### src/rtl/floor_request_scheduler.sv
// floor_request_scheduler: latches floor calls and issues SCAN-ordered targets to the elevator controller
module floor_request_scheduler #(
  parameter int NUM_FLOORS = 10,
  parameter int FLOOR_W = 4
) (
  input  logic                  clk,
  input  logic                  reset,
  input  logic [NUM_FLOORS-1:0] call_btn,
  input  logic [FLOOR_W-1:0]    current_floor,
  input  logic                  elev_idle,
  output logic [FLOOR_W-1:0]    target_floor,
  output logic                  target_valid,
  output logic                  dir_up,
  output logic [NUM_FLOORS-1:0] pending
);
  typedef enum logic [1:0] {S_IDLE, S_UP, S_DOWN} state_t;
  state_t state, state_next;
  logic [NUM_FLOORS-1:0] sync1, sync2, prev, rise, clr;
  logic above, below;
  logic [FLOOR_W-1:0] lo, hi, tgt_next;
  always_comb begin
    above = 1'b0;
    below = 1'b0;
    lo = '0;
    hi = '0;
    clr = '0;
    for (int i = NUM_FLOORS - 1; i >= 0; i--)
      if (pending[i] && FLOOR_W'(i) >= current_floor) begin
        above = 1'b1;
        lo = FLOOR_W'(i);
      end
    for (int i = 0; i < NUM_FLOORS; i++) begin
      if (pending[i] && FLOOR_W'(i) <= current_floor) begin
        below = 1'b1;
        hi = FLOOR_W'(i);
      end
      clr[i] = elev_idle && current_floor == FLOOR_W'(i);
    end
    rise = sync2 & ~prev;
    state_next = state == S_IDLE ? (pending == '0 ? S_IDLE : above ? S_UP : S_DOWN) :
                 state == S_UP   ? (above ? S_UP : below ? S_DOWN : S_IDLE) :
                                   (below ? S_DOWN : above ? S_UP : S_IDLE);
    tgt_next = state_next == S_UP ? lo : state_next == S_DOWN ? hi : current_floor;
  end
  // clear wins over a same-edge set: the car is already at that floor
  always_ff @(posedge clk or posedge reset) begin
    if (reset) begin
      sync1 <= '0;
      sync2 <= '0;
      prev <= '0;
      pending <= '0;
      state <= S_IDLE;
      target_floor <= '0;
      target_valid <= 1'b0;
    end else begin
      sync1 <= call_btn;
      sync2 <= sync1;
      prev <= sync2;
      pending <= (pending | rise) & ~clr;
      state <= state_next;
      target_floor <= tgt_next;
      target_valid <= state_next != S_IDLE;
    end
  end
  assign dir_up = state == S_UP;
endmodule
### config.mk
export PLATFORM = sky130hd
export DESIGN_NAME = floor_request_scheduler
export DESIGN_NICKNAME = d
export VERILOG_FILES = /design/src/rtl/floor_request_scheduler.sv
export SDC_FILE = /design/constraint.sdc
export NUM_CORES = 1
export LEC_CHECK = 0
export BUFFER_PORTS_ARGS = -buffer_cell sky130_fd_sc_hd__clkbuf_2
export CAP_MARGIN = 0
export CORE_ASPECT_RATIO = 0.9
export CORE_MARGIN = 8
export CORE_UTILIZATION = 40
export CTS_CLUSTER_DIAMETER = 40
export DETAILED_ROUTE_END_ITERATION = 12
export PLACE_DENSITY_LB_ADDON = 0.12
export SLEW_MARGIN = 30
export SYNTH_ARGS = -nofsm -noshare
export SYNTH_HDL_FRONTEND = slang
export SYNTH_SLANG_ARGS = --single-unit
### constraint.sdc
create_clock -name clk -period 4.7 [get_ports clk]
set_clock_uncertainty 0.2 [all_clocks]
set_input_delay 0.94 -clock clk [delete_from_list [all_inputs] [get_ports clk]]
set_output_delay 0.94 -clock clk [all_outputs]
set_load 0.02 [all_outputs]
Word-level counts from Yosys, hierarchy flattened
Index checks and enable logic that the tools add are counted.
Word-level totals
  flip-flop bits (word level): 47
  input port bits: 17
  output and inout bits: 16
  logic and storage cells: 127
Cells by class
  $lt $le $gt $ge: 20
  eq/ne operators: 12
  muxes and demuxes: 49
  bitwise logic cells: 5
  reductions and logical operators: 34
Operators with widths (count)
  4-bit two-way mux: 20
  1-bit logical AND: 30
  1-bit two-way mux: 22
  10-bit bitwise AND: 2
  10-bit NOT: 2
  4-bit by 3-bit equality test with 1-bit output (second input constant): 4
  3-bit by 4-bit greater-or-equal comparator with 1-bit output (first input constant): 4
  3-bit by 4-bit less-or-equal comparator with 1-bit output (first input constant): 4
  2-bit two-way mux: 7
  10-bit zero test: 1
  10-bit OR: 1
  4-bit by 2-bit equality test with 1-bit output (second input constant): 2
  4-bit equality test (second input constant): 2
  1-bit by 4-bit greater-or-equal comparator with 1-bit output (first input constant): 2
  2-bit by 4-bit greater-or-equal comparator with 1-bit output (first input constant): 2
  4-bit greater-or-equal comparator (first input constant): 2
  1-bit by 4-bit less-or-equal comparator with 1-bit output (first input constant): 2
  2-bit by 4-bit less-or-equal comparator with 1-bit output (first input constant): 2
  4-bit less-or-equal comparator (first input constant): 2
  2-bit by 1-bit equality test with 1-bit output (second input constant): 2
  4-bit by 1-bit equality test with 1-bit output (second input constant): 1
  4-bit zero test: 1
  2-bit equality test (second input constant): 1
  2-bit zero test: 1
  2-bit nonzero test: 1

Depth between registers and ports, before layout
  depth after elaboration: 19
  mapped depth: 8
  depth with buffers taken out: 6

Least setup slack after synthesis
OpenSTA, ideal clock, no wires.
  kind: in2reg
  start: in current_floor[1]
  end: reg target_floor[1]
  library setup time: 0.148 ns
  arrival time: 2.388 ns
  required time: 4.352 ns
  path slack: 1.964 ns
  stages: 7
  buffers on the path: 1
  path through: buf_2 -> o31a_1 -> o22a_1 -> nor4_4 -> nand2_1 -> a311oi_2 -> o221ai_1
Between the ends
  cells in the longest elaborated chain, start to end: 19
  elaborated cells on any way between the ends: 89
  those cells by class: 20 x order compare; 2 x eq/ne; 47 x mux; 20 x reduce/logical
Ends and longest elaborated chain
  start: declaration: line 9  | input logic [FLOOR_W-1:0] current_floor,
  4-bit greater-or-equal comparator or 1-bit by 4-bit less-or-equal comparator with 1-bit output (tied branches): line 28, 33
  1-bit logical AND (on tied branches): line 28, 33
  1-bit two-way mux (on tied branches) (10 in a row): line 28, 33
  1-bit two-way mux or 2-bit two-way mux (tied branches): line 42, 41
  2-bit two-way mux (on tied branches): line 42, 41
  2-bit two-way mux: line 41  | state == S_UP ? (above ? S_UP : below ? S_DOWN : S_IDLE) :
  2-bit two-way mux: line 40  | state_next = state == S_IDLE ? (pending == '0 ? S_IDLE : above ? S_UP : S_DOWN) :
  2-bit equality test: line 43  | tgt_next = state_next == S_UP ? lo : state_next == S_DOWN ? hi : current_floor;
  4-bit two-way mux: line 43
  4-bit two-way mux *: line 43
  via tgt_next[1]: line 20  | logic [FLOOR_W-1:0] lo, hi, tgt_next;
  end signal: assignment: line 61  | target_floor <= tgt_next;
  end: declaration: line 11  | output logic [FLOOR_W-1:0] target_floor,
Mark *: on every way through the listed nets, which the timed path passes. The rest lies on a longest branch.

Final worst setup path
  start: in current_floor[3]
  end: reg target_floor[1]
The elaborated chain is that of the path after synthesis.

==> run_results.csv <==
group,metric,value,unit
status,run_status,"complete, no violations",
power_and_ir_drop,internal-power,596,uW
floorplan,floorplan.die.width,91.4,um
place,pre_cts_ws,1.53,ns
yosys,synthCells,189,
timing,maxSlewHeadroom,48.5,%
critical_path,critical_path_class,"primary input to register",
timing,fin_setup_tns,0,ns
drt,dr_wl_met3,294,um
finish,final_core_util,47.4,%
global_routing,grtUsageTotal,12.2,%
timing,worst_slew_pin_slew,0.772,ns
timing,hold_viol_final,0,
drt,drt-pass1-iter-count,4,
power_and_ir_drop,switchingPower,245,uW
place,dp.final_hpwl,3.22,mm
timing,fmax,347,MHz
yosys,synth_sequential_area_ratio,57.5,%
yosys,synth.avg_cell_area,10.8,um^2
yosys,synth_largest_type_area_fraction,57.5,%
timing,fin_crit,2.88,ns
drt,residual_drc,0,
yosys,synth-compound-area-share,23.7,%
clock_network,cts_resized,0,
floorplan,floorplan.die.height,83.8,um
clock_network,tritoncts_num_sinks,47,
clock_network,tritoncts,"yes",
timing,hold-worst-slack,0.153,ns
floorplan,initial_core_util,41.8,%
finish,post_synthesis_to_final_layout_area_growth,13.4,%
clock_network,cts.clk_slew.worst_paths,0.09,ns
global_routing,number_of_antenna_violations_at_the_first_check_in_global_routing,0,
timing,postLayoutSetupSlackWorst,1.82,ns
yosys,synthMuxAreaShare,0.550,%
drt,routed_wire_length_per_instance,15.6,um
drt,met1Wirelength,2.10,mm
finish,antenna_cells,0,
power_and_ir_drop,sw_share,29.1,%
floorplan,die_area,0.00766,mm^2
global_routing,maximum_number_of_pins_on_one_net_before_global_route_repair,48,
place,detailed_place.area,0.00223,mm^2
timing,final.period_utilization,61.3,%
drt,detail_route.iter0.violations,199,
hold_path,min-delay-path-class,"register to register",
yosys,mappedNetlistNets,206,
power_and_ir_drop,power.share.clock,27.5,%
yosys,yosys-top-cells-area,"sky130_fd_sc_hd__dfrtp_1 57%, sky130_fd_sc_hd__a21oi_1 4.6%, sky130_fd_sc_hd__nor2b_1 2.4%",
yosys,yosys.area.top_type,"sky130_fd_sc_hd__dfrtp_1",
finish,final_common_cell,"sky130_fd_sc_hd__dfrtp_1",
power_and_ir_drop,total_leakage_power,0.000992,uW
drt,routed_wl,4.44,mm
yosys,synth_top_family_by_area,"compound AO/OA/AOI/OAI gates",
yosys,yosys_warnings,0,
timing,rsz0062_at_grt,"false",
yosys,post_synth_instance_area,0.00205,mm^2
critical_path,crit_required,4.65,ns
global_routing,grt_overflow,0,
power_and_ir_drop,combPwrFrac,17.2,%
critical_path,critical_path.startpoint_type,"primary input",
yosys,synth-simple-area-share,12.7,%
finish,final_nets,236,
yosys,synth-xor-area-share,0,%
clock_network,clk_path_buf_depth,2,
power_and_ir_drop,maximum_ir_drop_on_the_vdd_rail,0.176,mV
global_routing,grt_pass1_wl,7.74,mm
floorplan,placement_rows,24,
critical_path,critPathCaptureType,"register",
drt,vias,1542,
power_and_ir_drop,power.density,363,mW/mm^2
floorplan,placeableCoreArea,0.00489,mm^2
clock_network,clkLatencyLatePin,0.30,ns
yosys,synthDistinctLibCells,48,
critical_path,crit_arrival,2.83,ns
place,io_buffers,32,
flow_run,maxCapViolations,0,
timing,setup_viol,0,
power_and_ir_drop,pwr-share-seq,55.3,%
drt,postRouteAntennaNets,0,
global_routing,first_global_vias,1584,
finish,final_std_cell_area_no_fill,0.00232,mm^2
finish,drive_above_1_share,24.1,%
drt,detailroute.wirelength.met2,2.00,mm
clock_network,cts_buffers,5,
timing,timing_max_transition_violations_final,0,
drt,top_signal_layer_used,"met4",
critical_path,cp_max_fo,24,
clock_network,htree_levels,2,
floorplan,ios,33,
drt,detail_route.vias_per_cell,5.41,
finish,most-common-layout-cells,"47 x sky130_fd_sc_hd__dfrtp_1, 32 x sky130_fd_sc_hd__clkbuf_2, 19 x sky130_fd_sc_hd__a21oi_1, 13 x sky130_fd_sc_hd__nor2_1, 12 x sky130_fd_sc_hd__inv_1",
place,finalWeightedCongestion,0.884,
clock_network,postCtsSetupRepairBufs,0,
yosys,synth.ff_latch_count,47,
clock_network,root_buffer,"sky130_fd_sc_hd__clkbuf_8",
clock_network,holdBufCountCts,0,
yosys,post_synth_fa_ha_maj_area_fraction,0,%
-- power by group through the flow --
stage | clock [uW] | sequential [uW] | combinational [uW]
detailed placement | 0 | 474 | 146
CTS | 240 | 465 | 147
global placement | 0 | 472 | 144
finish | 231 | 465 | 145
global route | 256 | 471 | 162
floorplan | 0 | 483 | 88.2
-- critical path, cell delays in order --
cell and delay [ns]:
sky130_fd_sc_hd__clkbuf_2 0.30, sky130_fd_sc_hd__nor2_1 0.38, sky130_fd_sc_hd__a21oi_2 0.13, sky130_fd_sc_hd__nor4_4 0.32, sky130_fd_sc_hd__nand2_1 0.13, sky130_fd_sc_hd__a311oi_2 0.44
sky130_fd_sc_hd__o221ai_1 0.19
-- per-stage QoR --
step | total power [uW] | std cells
5_1_grt | 889 | 285
4_1_cts | 852 | 285
3_3_place_gp | 616 | 277
3_5_place_dp | 620 | 277
6_report | 841 | 285
2_1_floorplan | 571 | 189
-- synthesized netlist by cell type (all sizes together) --
cell type and number:
dfrtp 47, a21oi 21, inv 16, nor2 13
o21ai 13, nor2b 8, nand2 7, buf 6
o22a 5, a31oi 4, a21boi 3, a41oi 3
clkbuf 3, nand3 3, nor3 3, nor4 3
o221ai 3, o22ai 3, a2bb2oi 2, nand2b 2
o31ai 2, a211oi 1, a21bo 1, a21o 1
a22oi 1, a311oi 1, a32oi 1, and2 1
and2b 1, and4 1, mux2 1, nand4 1
nand4b 1, o2111a 1, o211a 1, o211ai 1
o21a 1, o31a 1, or2 1, or3 1
-- path summary, 6_finish.rpt --
check	end	slack [ns]	depth (start not counted)	from
setup / recovery	target_floor[1]	1.82	7	current_floor[3]
setup reg to reg	target_floor[1]	2.38	6	pending[6]
hold reg to reg	sync2[1]	0.15	0	sync1[1]
min in group asynchronous	sync2[5]	0.53	2	reset
max in group asynchronous	target_floor[0]	3.29	2	reset
hold / removal	sync2[1]	0.15	0	sync1[1]
-- cells by family after synthesis --
logic type             Yosys count
AOI/OAI and AO/OA               70
buffers and inverters           25
DFF                             47
muxes                            1
and+or+nand+nor                 46
-- state kept, by name, summed over array words and instances (netlist names) --
signal        count
pending          10
prev             10
sync1            10
sync2            10
target_floor      4
state             2
target_valid      1
-- area by class of cell --
type                            instances  area [um^2]
Inverter                               16         61.3
Multi-Input combinational cell        117          756
Sequential cell                        47         1180
Fill cell                             471         2570
Clock inverter                          2         12.5
Clock buffer                            6         72.6
Timing Repair Buffer                   32          160
Tap cell                               65         81.3
-- per-layer routing --
layer,vias to the layer above,GRT usage (%)
li1,740,-
met1,734,16.3
met2,63,18.4
met4,0,4.01
met5,-,0
met3,5,3.33
Power figures use the tool's default switching activity.
